`config.mk`:
```
export PLATFORM = sky130hd
export DESIGN_NAME = io_uart_tx
export DESIGN_NICKNAME = d
export VERILOG_FILES = /design/src/rtl/io_uart_tx.sv
export SDC_FILE = /design/constraint.sdc
export NUM_CORES = 1
export LEC_CHECK = 0
export BUFFER_PORTS_ARGS = -buffer_cell sky130_fd_sc_hd__buf_2
export CAP_MARGIN = 20
export CORE_MARGIN = 2
export CORE_UTILIZATION = 23
export CTS_CLUSTER_DIAMETER = 60
export DETAILED_ROUTE_END_ITERATION = 6
export PLACE_DENSITY_LB_ADDON = 0.3
export SLEW_MARGIN = 0
export SYNTH_ARGS = -nofsm -noshare
export SYNTH_HDL_FRONTEND = slang
export SYNTH_SLANG_ARGS = --single-unit
```
`constraint.sdc`:
```
create_clock -name clk -period 3 [get_ports clk]
set_clock_uncertainty 0.05 [all_clocks]
set_input_delay 0.15 -clock clk [delete_from_list [all_inputs] [get_ports clk]]
set_output_delay 0.15 -clock clk [all_outputs]
set_load 0.05 [all_outputs]
```
`src/rtl/io_uart_tx.sv`:
```
// io_uart_tx: memory-mapped UART transmitter, TX FIFO feeding an 8N1 serialiser.
// Define IO_UART_TX_PARITY_EN for 8E1 frames (even parity bit ahead of the stop bit).
module io_uart_tx #(
  parameter int CLK_DIV    = 434,
  parameter int FIFO_DEPTH = 16
) (
  input  logic        clk,
  input  logic        reset_n,
  input  logic        io_rw,
  input  logic [31:0] io_addr,
  input  logic [31:0] io_datain,
  output logic [31:0] io_status,
  output logic        uart_tx
);

  localparam int          PW      = (FIFO_DEPTH > 1) ? $clog2(FIFO_DEPTH) : 1;
  localparam logic [8:0]  DEPTH_C = 9'(FIFO_DEPTH);
  localparam logic [15:0] DIV_M1  = 16'(CLK_DIV - 1);

`ifdef IO_UART_TX_PARITY_EN
  typedef enum logic [2:0] {IDLE, START, DATA, PARITY, STOP} state_t;
`else
  typedef enum logic [1:0] {IDLE, START, DATA, STOP} state_t;
`endif

  state_t        state, state_nxt;
  logic [7:0]    fifo_mem [FIFO_DEPTH];
  logic [PW-1:0] wr_ptr, rd_ptr;
  logic [8:0]    count;
  logic          overflow;
  logic [7:0]    shift;
  logic [15:0]   clk_cnt;
  logic [2:0]    bit_idx;
  logic          bit_done;
  logic          tx_d;
  logic          pop;
  logic          full, empty;
  logic          wr_txdata, wr_status, push_ok, ovf_set;
  logic          unused_bits;
`ifdef IO_UART_TX_PARITY_EN
  logic          par;
`endif

  assign unused_bits = ^{io_addr[31:8], io_datain[31:8]};

  assign wr_txdata = io_rw && (io_addr[7:0] == 8'h00);
  assign wr_status = io_rw && (io_addr[7:0] == 8'h04);
  assign full      = (count == DEPTH_C);
  assign empty     = (count == 9'd0);
  // A full FIFO still accepts a push when the FSM pops on the same edge.
  assign push_ok   = wr_txdata && (!full || pop);
  assign ovf_set   = wr_txdata && full && !pop;
  assign bit_done  = (clk_cnt == 16'd0);

  assign io_status = {15'd0, count, 4'd0, overflow, (state != IDLE), empty, full};

  always_ff @(posedge clk) begin
    if (!reset_n) begin
      wr_ptr   <= '0;
      rd_ptr   <= '0;
      count    <= 9'd0;
      overflow <= 1'b0;
    end else begin
      if (push_ok) wr_ptr <= wr_ptr + PW'(1);
      if (pop)     rd_ptr <= rd_ptr + PW'(1);
      case ({push_ok, pop})
        2'b10:   count <= count + 9'd1;
        2'b01:   count <= count - 9'd1;
        default: count <= count;
      endcase
      if (ovf_set)        overflow <= 1'b1;
      else if (wr_status) overflow <= 1'b0;
    end
  end

  always_ff @(posedge clk) begin
    if (push_ok) fifo_mem[wr_ptr] <= io_datain[7:0];
  end

  always_ff @(posedge clk) begin
    if (!reset_n) state <= IDLE;
    else          state <= state_nxt;
  end

  always_comb begin
    state_nxt = state;
    case (state)
      IDLE:   if (!empty) state_nxt = START;
      START:  if (bit_done) state_nxt = DATA;
`ifdef IO_UART_TX_PARITY_EN
      DATA:   if (bit_done && bit_idx == 3'd7) state_nxt = PARITY;
      PARITY: if (bit_done) state_nxt = STOP;
`else
      DATA:   if (bit_done && bit_idx == 3'd7) state_nxt = STOP;
`endif
      STOP:   if (bit_done) state_nxt = IDLE;
      default: state_nxt = IDLE;
    endcase
  end

  // Pop only on the registered count, so a same-cycle push never bypasses.
  always_comb begin
    pop  = 1'b0;
    tx_d = 1'b1;
    case (state)
      IDLE:   pop  = !empty;
      START:  tx_d = 1'b0;
      DATA:   tx_d = shift[0];
`ifdef IO_UART_TX_PARITY_EN
      PARITY: tx_d = par;
`endif
      default: tx_d = 1'b1;
    endcase
  end

  always_ff @(posedge clk) begin
    if (!reset_n) begin
      clk_cnt <= 16'd0;
      bit_idx <= 3'd0;
      uart_tx <= 1'b1;
    end else begin
      uart_tx <= tx_d;
      if (pop) begin
        clk_cnt <= DIV_M1;
        bit_idx <= 3'd0;
      end else if (state != IDLE) begin
        if (bit_done) begin
          clk_cnt <= DIV_M1;
          if (state == DATA) bit_idx <= bit_idx + 3'd1;
        end else begin
          clk_cnt <= clk_cnt - 16'd1;
        end
      end
    end
  end

  always_ff @(posedge clk) begin
    if (pop) begin
      shift <= fifo_mem[rd_ptr];
`ifdef IO_UART_TX_PARITY_EN
      par   <= ^fifo_mem[rd_ptr];
`endif
    end else if (state == DATA && bit_done) begin
      shift <= {1'b0, shift[7:1]};
    end
  end

endmodule
```
==> run metrics, run 1 <==
ant diodes 0; hold-critical path depth 1; critical path arrival 3.14 ns; synthesized netlist cell count 530; dpl hpwl between 10000 and 15000 um; Final nets ~690; die area about 0.035 mm^2; Final Setup Violations 0; leakage power total between 3 and 4 nW; minimum period implied by the final worst setup slack between 2 and 3 ns; post-synthesis to final-layout area growth 18.32%; Via density 4.061; Routed wire per std cell 14.01 um; commonest cells after routing, fill and taps aside sky130_fd_sc_hd__edfxtp_1 (136), sky130_fd_sc_hd__nand2_1 (45), sky130_fd_sc_hd__mux4_2 (40); post-route design area roughly 0.0092 mm^2; Worst VDD drop about 470 uV; final hold slack 0.04767 ns; vias in the first global route approximately 4300; Worst R2R End count[8]; Max H-tree Level 4; max-cap check violation count 0; netlist area before placement slightly below 0.008 mm^2; height of the die 188.1 um; CP max FO 17; Slowest-stage cell, CP sky130_fd_sc_hd__or4_4; clock transition at the registers of the reported paths roughly 0.070 ns; WP data required roughly 3.3 ns; Top-Level Pins 100; cell type with the largest total area after synthesis sky130_fd_sc_hd__edfxtp_1; maximum number of pins on one net before global-route repair 33; mean instance size in the synthesized netlist about 15 um^2; global-route usage over all layers between 8 and 9%; count of distinct cell types in the synthesized netlist 54; number of routed nets with antenna violations 0; class of the most critical setup path flip-flop to flip-flop; clk sinks 180; Hold Crit Endpoint fifo_mem[4][1]; sequential share of the synthesized area a little under two thirds; area of combinational cells with multiple inputs around 0.0026 mm^2; DRC violations left 0; dominant cells by area after synthesis sky130_fd_sc_hd__edfxtp_1 (52%), sky130_fd_sc_hd__mux4_2 (12%), sky130_fd_sc_hd__dfxtp_1 (11%); startpoint of the most critical register-to-register path count[8]; setup slack after placement about 0.12 ns; outcome completed; clock tree buffer depth 2; number of warnings issued by yosys 0; fraction of synthesized cell area taken by the top area cell type between 50% and 60%; count of port buffers added during placement 32; register bit count reported by yosys 180; unrepaired setup endpoints after global routing true; CTS Root Buffer Type sky130_fd_sc_hd__clkbuf_16; Critical Path End Type flip-flop; filler instances 3410; EDFF count, synth between 100 and 150; Overflow after GRT 0; Max stage delay on crit path between 0.5 and 0.6 ns; worst path cell trace or4_4 -> o31a_1 -> o21ai_4 -> inv_6 -> fa_2 -> a21oi_2 -> o2111ai_1 -> o211ai_1 -> mux2i_1 -> mux2i_1; core area around 0.033 mm^2; share of synthesized registers carrying an async set or reset 0%; post-route setup slack roughly 0.17 ns; num rows 67; global-route wire length before repair around 24000 um; count of cells along the worst register-to-register path 10; sum of routed wire length over all layers 14840 um; setup slack of the worst register-to-register path 0.17 ns; cts bufs inserted 17; power per standard cell area between 800 and 900 mW/mm^2; iteration-0 DRC count of the detailed router 303; start point of the worst hold path io_datain[1]; sequential cell area in the final layout between 0.004 and 0.005 mm^2; TritonCTS clock tree done; part of the cycle the worst path needs approximately 94%; Total Negative Setup Slacks 0 ns; ys flop type sky130_fd_sc_hd__edfxtp_1; final count of pins violating max slew 0; iteration count of the initial detailed-routing pass 4; proportion of layout cells with a drive suffix above 1 ~27%; chip width approximately 190 um; total number of vias between 4000 and 5000; most common library cell in the layout ignoring fill and taps sky130_fd_sc_hd__edfxtp_1; effective utilization at floorplan about a quarter; clock insertion delay at the later pin of the skew report approximately 0.43 ns; path class of the lowest-slack min-delay path input port to flip-flop; placed cell areas ~0.0087 mm^2; final weighted congestion in routability-driven placement roughly 0.74; transition time at the pin with the least slew margin between 0.7 and 0.8 ns; antenna violations before repair 0; final hold viol count 0; library cell appearing most often on the critical path sky130_fd_sc_hd__mux2i_1; kind of launch point of the worst setup path flip-flop; max frequency between 300 and 400 MHz; relative slew slack between 40% and 50%
worst max-delay path, delay by kind of cell, from the launching register on:
kind,cells,cell delay (ns)
flip-flops,1,0.34
AO/OA/AOI/OAI,5,0.91
AND/OR/NAND/NOR,1,0.54
adder cells (fa/ha/maj),1,0.37
buffers and inverters,1,0.10
multiplexers,2,0.45
synthesized netlist by cell type (3+ instances only):
cell type and n:
sky130_fd_sc_hd__mux2i_1 7, sky130_fd_sc_hd__nand2_1 45, sky130_fd_sc_hd__nor4_1 8, sky130_fd_sc_hd__inv_1 12, sky130_fd_sc_hd__xnor2_1 11, sky130_fd_sc_hd__mux4_2 40
sky130_fd_sc_hd__o21bai_1 3, sky130_fd_sc_hd__dfxtp_1 44, sky130_fd_sc_hd__nor3_1 17, sky130_fd_sc_hd__o2111ai_1 4, sky130_fd_sc_hd__buf_2 5, sky130_fd_sc_hd__o211ai_1 3
sky130_fd_sc_hd__nor2_1 39, sky130_fd_sc_hd__clkbuf_1 11, sky130_fd_sc_hd__buf_4 22, sky130_fd_sc_hd__nand3_1 14, sky130_fd_sc_hd__or3_1 7, sky130_fd_sc_hd__or4_4 4
sky130_fd_sc_hd__nand2b_1 4, sky130_fd_sc_hd__nand4_1 3, sky130_fd_sc_hd__ha_1 19, sky130_fd_sc_hd__edfxtp_1 136, sky130_fd_sc_hd__o21ai_0 7, sky130_fd_sc_hd__or2_2 3
sky130_fd_sc_hd__xor2_1 12, sky130_fd_sc_hd__a21oi_1 20
kinds of logic (layout without fill, tap and decap cells):
family	Yosys count	after routing	synth area share, %
AOI/OAI and AO/OA	48	48	3.931
xor gates and xnor gates	23	23	2.583
adders and majority gates	20	20	3.305
buffers and inverters	53	116	3.786
DFF	180	180	63.66
muxes	47	47	12.45
other	1	19	0.04808
and+or+nand+nor	158	158	10.24
how the worst max path moves through the flow:
stage	start	to	slack, ns	cells past startpoint
after floorplan	count[5]	count[8]	0.03	10
after global placement	count[5]	count[8]	0.11	10
after detailed placement	count[5]	count[8]	0.12	10
after CTS	count[5]	count[8]	0.08	10
after global routing	count[8]	count[8]	-0.002	10
final	count[8]	count[8]	0.17	10
metal layers:
layer	GRT usage [%]	up-vias	wire [um]
li1	-	2114	-
met1	12.48	2079	7300
met2	13.47	91	6548
met3	2.358	17	784
met4	2.816	0	203
met5	0	-	0
stage by stage:
stage / total power, mW / std cells / utilization [%]
floorplan: 5.341 / 548 / -
global placement: 6.062 / 1025 / 25.89
detailed placement: 6.047 / 1025 / 25.89
CTS: 8.128 / 1058 / 27.51
global route: 8.603 / 1059 / 27.59
finish: 8.060 / 1059 / 27.59
final cells by class:
| type | count | share of cell area, % |
|---|---|---|
| Timing Repair Buffer | 71 | 5.071 |
| Inverter | 13 | 0.5831 |
| Sequential cell | 180 | 53.93 |
| Clock inverter | 13 | 1.085 |
| Tap cell | 448 | 6.075 |
| Clock buffer | 19 | 4.692 |
| Multi-Input combinational cell | 315 | 28.57 |
flip-flops by register name, summed over array words and instances (netlist names), named ones only:
name / flops
fifo_mem: 128
overflow: 1
count: 9
shift: 8
wr_ptr: 4
bit_idx: 3
uart_tx: 1
state: 2
rd_ptr: 4
clk_cnt: 16
power by group:
part           switching [mW]  leakage (nW)  internal [mW]  total, mW
combinational            1.66          1.29           1.25       2.91
sequential              0.168          1.59           2.94       3.11
clock                   0.974         0.254           1.07       2.04
repair_timing:
| action | CTS | global route |
|---|---|---|
| gates resized for setup | 0 | 4 |
| endpoints found under the setup margin | 0 | 2 |
| buffers inserted | 0 | 1 |
| hold buffers | 1 | 0 |
| endpoints found under the hold margin | 4 | 0 |
Power figures use the tool's default switching activity.
==> run 2: changes to the inputs <==
--- a/config.mk
+++ b/config.mk
@@ -11,7 +11,7 @@
 export CORE_UTILIZATION = 23
 export CTS_CLUSTER_DIAMETER = 60
 export DETAILED_ROUTE_END_ITERATION = 6
-export PLACE_DENSITY_LB_ADDON = 0.3
+export PLACE_DENSITY = 0.51
 export SLEW_MARGIN = 0
 export SYNTH_ARGS = -nofsm -noshare
 export SYNTH_HDL_FRONTEND = slang
==> run 2 against run 1 <==
  * Flip-flop and latch count did not move
  * Sequential share of layout area rose by 0.14 points
  * Final cell count fell by 0.19%
  * Critical endpoint unchanged
  * Highest routed layer unchanged
==> run metrics, run 2 (same netlist as run 1, synthesis figures left out) <==
relative slew slack 50.00% (was 49.36%); Via density 4.068 (was 4.061); utilization after layout 27.52% (was 27.59%); post-route setup slack 0.1494 ns (was 0.1689 ns); Total Negative Setup Slacks 0 ns (unchanged); iteration-0 DRC count of the detailed router 280 (was 303); path class of the lowest-slack min-delay path input port to flip-flop (unchanged); power per standard cell area 875.1 mW/mm^2 (was 873.5 mW/mm^2); clock transition at the registers of the reported paths 0.07 ns (about the same); CTS Root Buffer Type sky130_fd_sc_hd__clkbuf_16 (unchanged); max-cap check violation count 0 (unchanged); total power consumption of the routed design 8.055 mW (was 8.060 mW); Top-Level Pins 100 (unchanged); most flop-heavy register fifo_mem (unchanged); post-route insts no fill 1057 (was 1059); Final nets 683 (was 685); Final Setup Violations 0 (unchanged); post-synthesis to final-layout area growth 18.02% (was 18.32%); cell count after placement 1025 (unchanged); Overflow after GRT 0 (unchanged); WP data required 3.31 ns (about the same); total number of vias 4300 (was 4301); Critical Path End Type flip-flop (unchanged); core area 0.03345 mm^2 (unchanged); cts bufs inserted 17 (unchanged); final count of pins violating max slew 0 (unchanged); antenna violations before repair 0 (unchanged); max frequency 350.8 MHz (was 353.2 MHz); commonest cells after routing, fill and taps aside sky130_fd_sc_hd__edfxtp_1 (136), sky130_fd_sc_hd__nand2_1 (45), sky130_fd_sc_hd__mux4_2 (40) (unchanged); kind of launch point of the worst setup path flip-flop (unchanged); class of the most critical setup path flip-flop to flip-flop (unchanged); area of combinational cells with multiple inputs 0.002624 mm^2 (was 0.002636 mm^2); final hold viol count 0 (unchanged); unrepaired setup endpoints after global routing false (was true); chip width 188.1 um (unchanged); sum of routed wire length over all layers 14860 um (was 14840 um); global-route wire length before repair 24090 um (was 24340 um); TritonCTS clock tree done (unchanged); Worst VDD drop 459.0 uV (was 474.1 uV); clk sinks 180 (unchanged); Largest regs fifo_mem (128), clk_cnt (16), count (9) (unchanged); leakage power total 3.138 nW (was 3.135 nW); global-route usage over all layers 8.808% (was 8.928%); DRC violations left 0 (unchanged); post-route design area 0.009204 mm^2 (was 0.009228 mm^2); final hold slack 0.01553 ns (was 0.04767 ns); sequential cell area in the final layout 0.004976 mm^2 (unchanged); num rows 67 (unchanged); height of the die 188.1 um (unchanged); minimum period implied by the final worst setup slack 2.851 ns (was 2.831 ns); placed cell areas 0.008660 mm^2 (unchanged); Max H-tree Level 4 (unchanged); max reg flops 128 (unchanged); outcome completed (unchanged); effective utilization at floorplan 23.32% (unchanged); proportion of layout cells with a drive suffix above 1 27.26% (was 27.33%); CP max FO 17 (unchanged); setup slack after placement 0.09855 ns (was 0.1216 ns); filler instances 3424 (was 3410); most common library cell in the layout ignoring fill and taps sky130_fd_sc_hd__edfxtp_1 (unchanged); iteration count of the initial detailed-routing pass 4 (unchanged); ant diodes 0 (unchanged); Routed wire per std cell 14.06 um (was 14.01 um); count of port buffers added during placement 32 (unchanged); final weighted congestion in routability-driven placement 0.7311 (was 0.7355); dpl hpwl 10670 um (was 10320 um); transition time at the pin with the least slew margin 0.7491 ns (was 0.7588 ns); maximum number of pins on one net before global-route repair 33 (unchanged); clock insertion delay at the later pin of the skew report 0.43 ns (about the same); die area 0.03540 mm^2 (unchanged); vias in the first global route 4306 (was 4328); clock tree buffer depth 2 (unchanged); setup slack of the worst register-to-register path 0.15 ns (was 0.17 ns); number of routed nets with antenna violations 0 (unchanged); critical path arrival 3.16 ns (was 3.14 ns); part of the cycle the worst path needs 95.02% (was 94.37%); total of hold buffers inserted after clock tree synthesis 0 (was 1)
## run 2: worst paths after layout
path / startpoint / endpoint / cells after the start
max: count[8] / count[8] / 10
min: reset_n / count[8] / 3
max reg2reg: count[8] / count[8] / 10
min reg2reg: count[8] / count[8] / 2
## run 2: critical path: stages, from the launching register on
cell	delay (ns)
sky130_fd_sc_hd__dfxtp_2	0.35
sky130_fd_sc_hd__or4_4	0.57
sky130_fd_sc_hd__o31a_1	0.31
sky130_fd_sc_hd__o21ai_4	0.09
sky130_fd_sc_hd__inv_4	0.11
sky130_fd_sc_hd__fa_2	0.37
sky130_fd_sc_hd__a21oi_2	0.18
sky130_fd_sc_hd__o2111ai_1	0.15
sky130_fd_sc_hd__o211ai_1	0.14
sky130_fd_sc_hd__mux2i_1	0.27
sky130_fd_sc_hd__mux2i_1	0.19
## run 2: what timing repair did
action | in CTS | in global routing
resized for setup | 0 | 1
buffers inserted | 0 | 0
endpoints found under the setup margin | 0 | 1
## run 2: report_power, final
| group | internal, mW | switching [mW] |
|---|---|---|
| Combinational | 1.22 | 1.63 |
| Clock | 1.08 | 0.991 |
| Sequential | 2.94 | 0.195 |
| Total | 5.23 | 2.82 |
## run 2: final cells by class
cell class                 count  share of cell area, %
inverter                      13                 0.5574
clock inverter                15                  1.264
clock buffer                  17                  4.622
tap                          448                  6.090
timing repair buffer          69                  4.894
sequential                   180                  54.06
multi-input combinational    315                  28.51
## run 2: metal layers
layer | share of wire, % | global-route usage (%) | up-vias
li1 | - | - | 2105
met1 | 49 | 12.25 | 2088
met2 | 45 | 13.43 | 95
met3 | 4.8 | 2.358 | 12
met4 | 0.85 | 2.574 | 0
met5 | 0 | 0 | -
==> run 3: changes to the inputs <==
--- a/config.mk
+++ b/config.mk
@@ -7,6 +7,7 @@
 export LEC_CHECK = 0
 export BUFFER_PORTS_ARGS = -buffer_cell sky130_fd_sc_hd__buf_2
 export CAP_MARGIN = 20
+export CORE_ASPECT_RATIO = 1.75
 export CORE_MARGIN = 2
 export CORE_UTILIZATION = 23
 export CTS_CLUSTER_DIAMETER = 60
==> run 3 against run 2 <==
  * Count of clock-buffer cells in the layout unchanged
  * Cell area increased by 1.1%
  * Core utilization increased by 0.24 points
  * Register-to-register slack improved by 0.02 ns
  * Total power increased by 5.0%
  * Die area increased by 0.16%
  * Clock power increased by 18%
  * First-iteration DRC count decreased by 43%
  * Hold slack improved by 0.027 ns
  * Combinational power increased by 2%
  * Highest routed layer unchanged
==> run metrics, run 3 (same netlist as run 1, synthesis figures left out) <==
cts bufs inserted 17 (unchanged); final hold slack 0.04254 ns (was 0.01553 ns); most common library cell in the layout ignoring fill and taps sky130_fd_sc_hd__edfxtp_1 (unchanged); iteration count of the initial detailed-routing pass 4 (unchanged); effective utilization at floorplan 23.27% (was 23.32%); number of buffers inserted to repair setup after CTS 0 (unchanged); Worst VDD drop 430.9 uV (was 459.0 uV); chip width 143.2 um (was 188.1 um); vias in the first global route 4503 (was 4306); CP max FO 17 (unchanged); ant diodes 0 (unchanged); critical path arrival 3.14 ns (was 3.16 ns); outcome completed (unchanged); post-synthesis to final-layout area growth 19.32% (was 18.02%); max-cap check violation count 0 (unchanged); unrepaired setup endpoints after global routing false (unchanged); most flop-heavy register fifo_mem (unchanged); kind of launch point of the worst setup path flip-flop (unchanged); final count of pins violating max slew 0 (unchanged); antenna violations before repair 0 (unchanged); clock insertion delay at the later pin of the skew report 0.43 ns (about the same); path class of the lowest-slack min-delay path input port to flip-flop (unchanged); DRC violations left 0 (unchanged); clock tree buffer depth 2 (unchanged); final weighted congestion in routability-driven placement 0.7287 (was 0.7311); Overflow after GRT 0 (unchanged); relative slew slack 41.28% (was 50.00%); placed cell areas 0.008638 mm^2 (was 0.008660 mm^2); count of port buffers added during placement 32 (unchanged); global-route usage over all layers 9.130% (was 8.808%); global-route wire length before repair 24450 um (was 24090 um); post-route design area 0.009305 mm^2 (was 0.009204 mm^2); height of the die 247.6 um (was 188.1 um); Top-Level Pins 100 (unchanged); iteration-0 DRC count of the detailed router 161 (was 280); sum of routed wire length over all layers 15520 um (was 14860 um); Largest regs fifo_mem (128), clk_cnt (16), count (9) (unchanged); Critical Path End Type flip-flop (unchanged); max reg flops 128 (unchanged); Via density 4.138 (was 4.068); total number of vias 4390 (was 4300); Routed wire per std cell 14.63 um (was 14.06 um); clk sinks 180 (unchanged); setup slack after placement 0.1220 ns (was 0.09855 ns); proportion of layout cells with a drive suffix above 1 27.06% (was 27.26%); maximum number of pins on one net before global-route repair 33 (unchanged); power per standard cell area 909.2 mW/mm^2 (was 875.1 mW/mm^2); die area 0.03545 mm^2 (was 0.03540 mm^2); commonest cells after routing, fill and taps aside sky130_fd_sc_hd__edfxtp_1 (136), sky130_fd_sc_hd__nand2_1 (45), sky130_fd_sc_hd__mux4_2 (40) (unchanged); Final Setup Violations 0 (unchanged); Total Negative Setup Slacks 0 ns (unchanged); class of the most critical setup path flip-flop to flip-flop (unchanged); dpl hpwl 11120 um (was 10670 um); final hold viol count 0 (unchanged); WP data required 3.31 ns (about the same); TritonCTS clock tree done (unchanged); minimum period implied by the final worst setup slack 2.830 ns (was 2.851 ns); max frequency 353.3 MHz (was 350.8 MHz); core area 0.03352 mm^2 (was 0.03345 mm^2); number of routed nets with antenna violations 0 (unchanged); CTS Root Buffer Type sky130_fd_sc_hd__clkbuf_16 (unchanged); num rows 89 (was 67); transition time at the pin with the least slew margin 0.8776 ns (was 0.7491 ns); leakage power total 3.178 nW (was 3.138 nW); Final nets 680 (was 683); Max H-tree Level 4 (unchanged); total power consumption of the routed design 8.460 mW (was 8.055 mW); post-route setup slack 0.1697 ns (was 0.1494 ns); part of the cycle the worst path needs 94.34% (was 95.02%); clock transition at the registers of the reported paths 0.07 ns (about the same)
-- run 3: changes by cell type in the layout (fill, tap and decap cells not counted), sizes merged --
cell,delta
buf,-4
bufinv,+4
clkinv,-4
clkinvlp,-2
dlygate4sd3,+1
inv,+2
-- run 3: cell type report --
class                           instances  area [um^2]
Tap cell                              455        569.3
Clock buffer                           17        425.4
Fill cell                            3432        24210
Inverter                               13        51.30
Multi-Input combinational cell        315         2624
Timing Repair Buffer                   66        430.4
Clock inverter                         15        229.0
Sequential cell                       180         4976
-- run 3: worst paths after layout --
path                 from         endpoint  slack, ns  cells after the start
max              count[5]         count[8]       0.17                      9
min          io_datain[7]  fifo_mem[10][7]       0.04                      1
max reg2reg      count[5]         count[8]       0.17                      9
min reg2reg      overflow         overflow       0.41                      1
-- run 3: report_power, final --
group	switching (mW)	internal (mW)	leakage [nW]
combinational	1.68	1.22	1.26
sequential	0.168	2.94	1.59
clock	1.01	1.44	0.323
-- run 3: per-layer routing --
layer  routed length, um  global-route usage, %  vias up
met1                6060                  9.704     2183
met5                   0                      0        -
met4                 189                  3.087        0
met2                8732                  17.38       95
met3                 537                  2.161       17
li1                    -                      -     2095
-- run 3: worst max-delay path, cell delays in order (launching register included) --
cell,delay [ns]
sky130_fd_sc_hd__dfxtp_2,0.32
sky130_fd_sc_hd__or4_4,0.57
sky130_fd_sc_hd__o31a_1,0.35
sky130_fd_sc_hd__o21ai_4,0.09
sky130_fd_sc_hd__inv_4,0.11
sky130_fd_sc_hd__ha_1,0.33
sky130_fd_sc_hd__or3_1,0.36
sky130_fd_sc_hd__o211ai_1,0.11
sky130_fd_sc_hd__mux2i_1,0.27
sky130_fd_sc_hd__mux2i_1,0.19
-- run 3: stage by stage --
step / std cells / util, %
floorplan: 548 / -
global placement: 1028 / 25.77
detailed placement: 1028 / 25.77
CTS: 1061 / 27.75
global route: 1061 / 27.76
finish: 1061 / 27.76
-- run 3: repair_timing --
| action | 4_1_cts | 5_1_grt |
|---|---|---|
| endpoints found under the setup margin | 0 | 1 |
| hold endpoints to repair | 3 | 0 |
| gates resized for setup | 0 | 1 |
| hold buffers | 1 | 0 |
